--- src/rtl/uart_tx_ctrl.sv ---
// UART transmit controller: valid/ready byte in, start + DATA_W bits LSB-first + stop out.
// Define UART_PARITY_EN to insert an even-parity bit between the data bits and the stop bit.
module uart_tx_ctrl #(
    parameter int CLK_FREQ = 50_000_000,
    parameter int BAUD     = 115200,
    parameter int DATA_W   = 8
) (
    input  logic              clk,
    input  logic              rst,
    input  logic [DATA_W-1:0] tx_data,
    input  logic              tx_valid,
    output logic              tx_ready,
    output logic              tx,
    output logic              busy,
    output logic              done
);

    localparam int BAUD_DIV = CLK_FREQ / BAUD;
    localparam int CNT_W    = (BAUD_DIV > 2) ? $clog2(BAUD_DIV) : 1;
    localparam int IDX_W    = $clog2(DATA_W);

    localparam logic [2:0] IDLE   = 3'd0;
    localparam logic [2:0] START  = 3'd1;
    localparam logic [2:0] DATA   = 3'd2;
`ifdef UART_PARITY_EN
    localparam logic [2:0] PARITY = 3'd3;
`endif
    localparam logic [2:0] STOP   = 3'd4;

    localparam logic [CNT_W-1:0] CNT_LAST = CNT_W'(BAUD_DIV - 1);
    localparam logic [IDX_W-1:0] IDX_LAST = IDX_W'(DATA_W - 1);

    logic [2:0]        state;
    logic [CNT_W-1:0]  baud_cnt;
    logic [IDX_W-1:0]  bit_idx;
    logic [DATA_W-1:0] shift;
    logic              bit_end;
`ifdef UART_PARITY_EN
    logic              parity;
`endif

    assign bit_end = (baud_cnt == CNT_LAST);

    // Baud counter acts as the bit-rate enable; it only runs while a frame is active.
    always_ff @(posedge clk or negedge rst) begin
        if (!rst) begin
            baud_cnt <= '0;
        end else if (state == IDLE || bit_end) begin
            baud_cnt <= '0;
        end else begin
            baud_cnt <= baud_cnt + 1'b1;
        end
    end

    always_ff @(posedge clk or negedge rst) begin
        if (!rst) begin
            state    <= IDLE;
            bit_idx  <= '0;
            shift    <= '0;
            tx       <= 1'b1;
            tx_ready <= 1'b1;
            busy     <= 1'b0;
            done     <= 1'b0;
`ifdef UART_PARITY_EN
            parity   <= 1'b0;
`endif
        end else begin
            done <= 1'b0;
            case (state)
                IDLE: begin
                    // A non-1 tx_valid (0 or X) falls through and keeps the line idle.
                    if (tx_valid && tx_ready) begin
                        state    <= START;
                        shift    <= tx_data;
                        bit_idx  <= '0;
                        tx       <= 1'b0;
                        tx_ready <= 1'b0;
                        busy     <= 1'b1;
`ifdef UART_PARITY_EN
                        parity   <= ^tx_data;
`endif
                    end
                end
                START: begin
                    if (bit_end) begin
                        state   <= DATA;
                        tx      <= shift[0];
                        bit_idx <= '0;
                    end
                end
                DATA: begin
                    if (bit_end) begin
                        shift   <= shift >> 1;
                        bit_idx <= bit_idx + 1'b1;
                        if (bit_idx == IDX_LAST) begin
`ifdef UART_PARITY_EN
                            state <= PARITY;
                            tx    <= parity;
`else
                            state <= STOP;
                            tx    <= 1'b1;
`endif
                        end else begin
                            tx <= shift[1];
                        end
                    end
                end
`ifdef UART_PARITY_EN
                PARITY: begin
                    if (bit_end) begin
                        state <= STOP;
                        tx    <= 1'b1;
                    end
                end
`endif
                STOP: begin
                    if (bit_end) begin
                        state    <= IDLE;
                        busy     <= 1'b0;
                        tx_ready <= 1'b1;
                        done     <= 1'b1;
                    end
                end
                default: begin
                    state    <= IDLE;
                    tx       <= 1'b1;
                    tx_ready <= 1'b1;
                    busy     <= 1'b0;
                end
            endcase
        end
    end

endmodule

--- config.mk ---
export PLATFORM = sky130hd
export DESIGN_NAME = uart_tx_ctrl
export DESIGN_NICKNAME = d
export VERILOG_FILES = /design/src/rtl/uart_tx_ctrl.sv
export SDC_FILE = /design/constraint.sdc
export NUM_CORES = 1
export LEC_CHECK = 0
export ABC_AREA = 1
export CAP_MARGIN = 20
export CORE_MARGIN = 2
export CORE_UTILIZATION = 40
export DETAILED_ROUTE_END_ITERATION = 7
export GPL_ROUTABILITY_DRIVEN = 1
export HOLD_SLACK_MARGIN = 0.06
export PLACE_DENSITY_LB_ADDON = 0.1
export SLEW_MARGIN = 10
export SYNTH_ARGS = -nofsm -noshare
export SYNTH_HDL_FRONTEND = slang
export SYNTH_SLANG_ARGS = --single-unit
--- constraint.sdc ---
create_clock -name clk -period 3 [get_ports clk]
set_clock_uncertainty 0.2 [all_clocks]
set_input_delay 0.3 -clock clk [delete_from_list [all_inputs] [get_ports clk]]
set_output_delay 0.3 -clock clk [all_outputs]
set_load 0.02 [all_outputs]
==> summary.txt <==
Synthesis
  • Yosys reg bits: 27
  • Adder-cell share of the synthesized area: 0.03493
  • Netlist Area Pre-Place: 0.001433 mm^2
  • Post-Synth XOR/XNOR Area: 0
  • Post-Syn Nets: 193
  • Netlist cell types: 25
  • Synth top area share: 0.4367
  • Register area share after synthesis: 0.4734
  • Post-synth top cells: nand2_1, dfrtp_1, nand3_1
  • Post-Synth Simple-Gate Area: 0.3852
  • Average size of a mapped cell: about 8.0 um^2
  • Post-synth EDFFs: 0
  • Post-synth top area cell: dfrtp_1
  • Ys async rst share: 1.000
  • Syn Inst Count: 178
  • Most common cell in the netlist: nand2_1
  • Mux contribution to synthesized area: 0
  • Largest family of logic cells by synthesized area: simple AND/OR/NAND/NOR gates
  • Top cells by area, synth: dfrtp_1, nand2_1, nand3_1
  • Synth warnings: 0
  • Commonest register cell after synthesis: dfrtp_1
  • Compound-cell area share of the yosys netlist: 0.04454

Worst setup path
  • Crit path cell chain: clkdlybuf4s50_1
  • CP max-delay cell: clkdlybuf4s50_1
  • CP endpoint kind: output pin
  • Largest fanout on the critical path: 2
  • Critical R2R Launch: state[0]
  • Setup Crit Path Kind: reg -> out
  • WP data arrival: approximately 1500 ps
  • CP top delay family: buffers and inverters
  • CP required: ~2500 ps
  • Crit start category: register
  • Largest stage delay, worst path: slightly below 600 ps
  • CP bufs+invs: 1
  • R2r worst-path depth: 7
  • R2r endpoint: shift[6]
  • Reg2Reg Setup Slack: around 1200 ps

Floorplanning
  • Core area: ~0.0034 mm^2
  • Die Footprint: 0.004076 mm^2
  • Die height: around 64 um
  • Starting Density: 0.4227
  • Top-level port count: 15
  • Die Width: 63.85 um
  • FP Rows: 21

Timing
  • Max transition margin: 0.7349
  • Tcrit/Tclk final: 0.6634
  • Fin crit period: approximately 2000 ps
  • RSZ-0062 raised after global routing: false
  • Worst-Margin Slew: between 300 and 400 ps
  • Post-route setup TNS: 0 ps
  • Final Hold Fails: 0
  • Pins Over Slew Limit: 0
  • Final Worst Setup Slack: approximately 1000 ps
  • Setup-failing EPs final: 0
  • F_max: approximately 500 MHz

Global route
  • Vias in the first global route: about 1100
  • Overall Global Routing Usage: 0.1461
  • Overflow after GRT: 0
  • Largest net degree at the start of global routing: 28
  • First-pass GRT wire length: around 4800 um
  • Antenna violations before repair: 0

Clock network
  • Setup Buffers After CTS: 0
  • Largest buffer count on any clock path: 2
  • # clock sinks: 27
  • Post-cts repair resize count: 0
  • Cts hold-fix bufs: 0
  • CTS tree: done
  • CTS root buf: clkbuf_4
  • Cts bufs inserted: 3
  • Htree depth: 1
  • Worst-Skew Late Latency: approximately 340 ps
  • Clock-pin slew on the worst setup and hold paths: 160 ps

Power
  • PD cells: approximately 820 mW/mm^2
  • LEAKAGE: about 0.87 nW
  • Max VDD drop: 0.0002935 V

Final layout
  • P&R area growth vs syn: 14.50%
  • # diodes: 0
  • Fraction of layout cells with a size suffix above 1: 0.09744
  • Number of fill cells: between 300 and 400
  • Net count, final: between 200 and 250

Worst hold path
  • Hold Crit Class: in -> async

Drt
  • Vias: about 1200
  • Post-route DRC: 0
  • Routed wire length: around 2600 um
  • Drt first pass iters: 4
  • Vias/cell: 4.813
  • Drt wl/cell: around 11 um
  • First DRT Iteration DRCs: 49
  • Final ANT Viol Nets: 0

Place
  • Setup WS pre-CTS: ~1200 ps
  • Final GP Congestion: roughly 0.83
  • Input/output buffers: 14
  • Detailed placer's ending HPWL: slightly below 2000 um

Run
  • Max Cap Viol: 0

Outcome
  • Status: finished, final reports clean
-- power by group --
| group | internal, mW | switching (mW) |
|---|---|---|
| sequential | 0.481 | 0.0703 |
| combinational | 0.222 | 0.410 |
| clock | 0.0502 | 0.114 |
| total | 0.753 | 0.595 |
-- final cells by class --
class / instances / area [um^2] / share of cell area
multi-input cells: 132 / 665.6 / 0.4058
inverters: 17 / 63.81 / 0.03890
well taps: 46 / 57.56 / 0.03509
repair buffers: 15 / 147.6 / 0.09001
clock inverters: 1 / 5.005 / 0.003051
clock buffers: 3 / 22.52 / 0.01373
flip-flops and latches: 27 / 678.2 / 0.4134
-- sequential cells by signal, summed over array words and instances, names as in the netlist --
name and cells:
done 1, state 3, baud_cnt 9, shift 8, tx 1, busy 1, tx_ready 1, bit_idx 3
-- how the worst max path moves through the flow --
| stage | startpoint | endpoint | cells after the start |
|---|---|---|---|
| floorplan | baud_cnt[1] | state[1] | 9 |
| global placement | tx_valid | bit_idx[2] | 8 |
| detailed placement | tx_valid | bit_idx[1] | 8 |
| CTS | tx_ready | tx_ready | 1 |
| global route | tx_ready | tx_ready | 1 |
| finish | tx | tx | 1 |
-- kinds of logic after synthesis --
logic type,after synthesis
flip-flops,27
buffers and inverters,19
AND/OR/NAND/NOR,117
adder cells (fa/ha/maj),4
AO/OA/AOI/OAI,11
-- placed cells by master, fill, tap and decap left out, drive strengths merged --
master,synthesis,final
a21oi,5,5
buf,2,1
clkbuf,0,3
clkdlybuf4s50,0,14
clkinv,1,2
dfrtp,25,25
dfstp,2,2
ha,4,4
inv,16,16
nand2,78,78
nand3,19,19
nand3b,1,1
nor2,13,13
nor3,4,4
nor3b,2,2
o211ai,1,1
o21ai,4,4
o21bai,1,1
-- through the flow --
step,power [mW],hold WS (ps),utilization,cell area [um^2],std cells
6_report,1.348,110.8,0.4839,1640,241
5_1_grt,1.478,156.9,0.4839,1640,241
4_1_cts,1.364,118.9,0.4839,1640,241
3_5_place_dp,1.197,258.6,0.4758,1613,237
3_3_place_gp,1.180,254.0,0.4758,1613,237
2_1_floorplan,1.068,-195.6,-,1433,178
-- layer usage --
layer	vias to the layer above	wire, um	global-route usage
met5	-	0	0
met4	0	56	0.06793
met3	7	87	0.02641
met2	20	1237	0.2448
met1	540	1264	0.1817
li1	593	-	-
No activity file was read; power rests on OpenSTA's default activity.
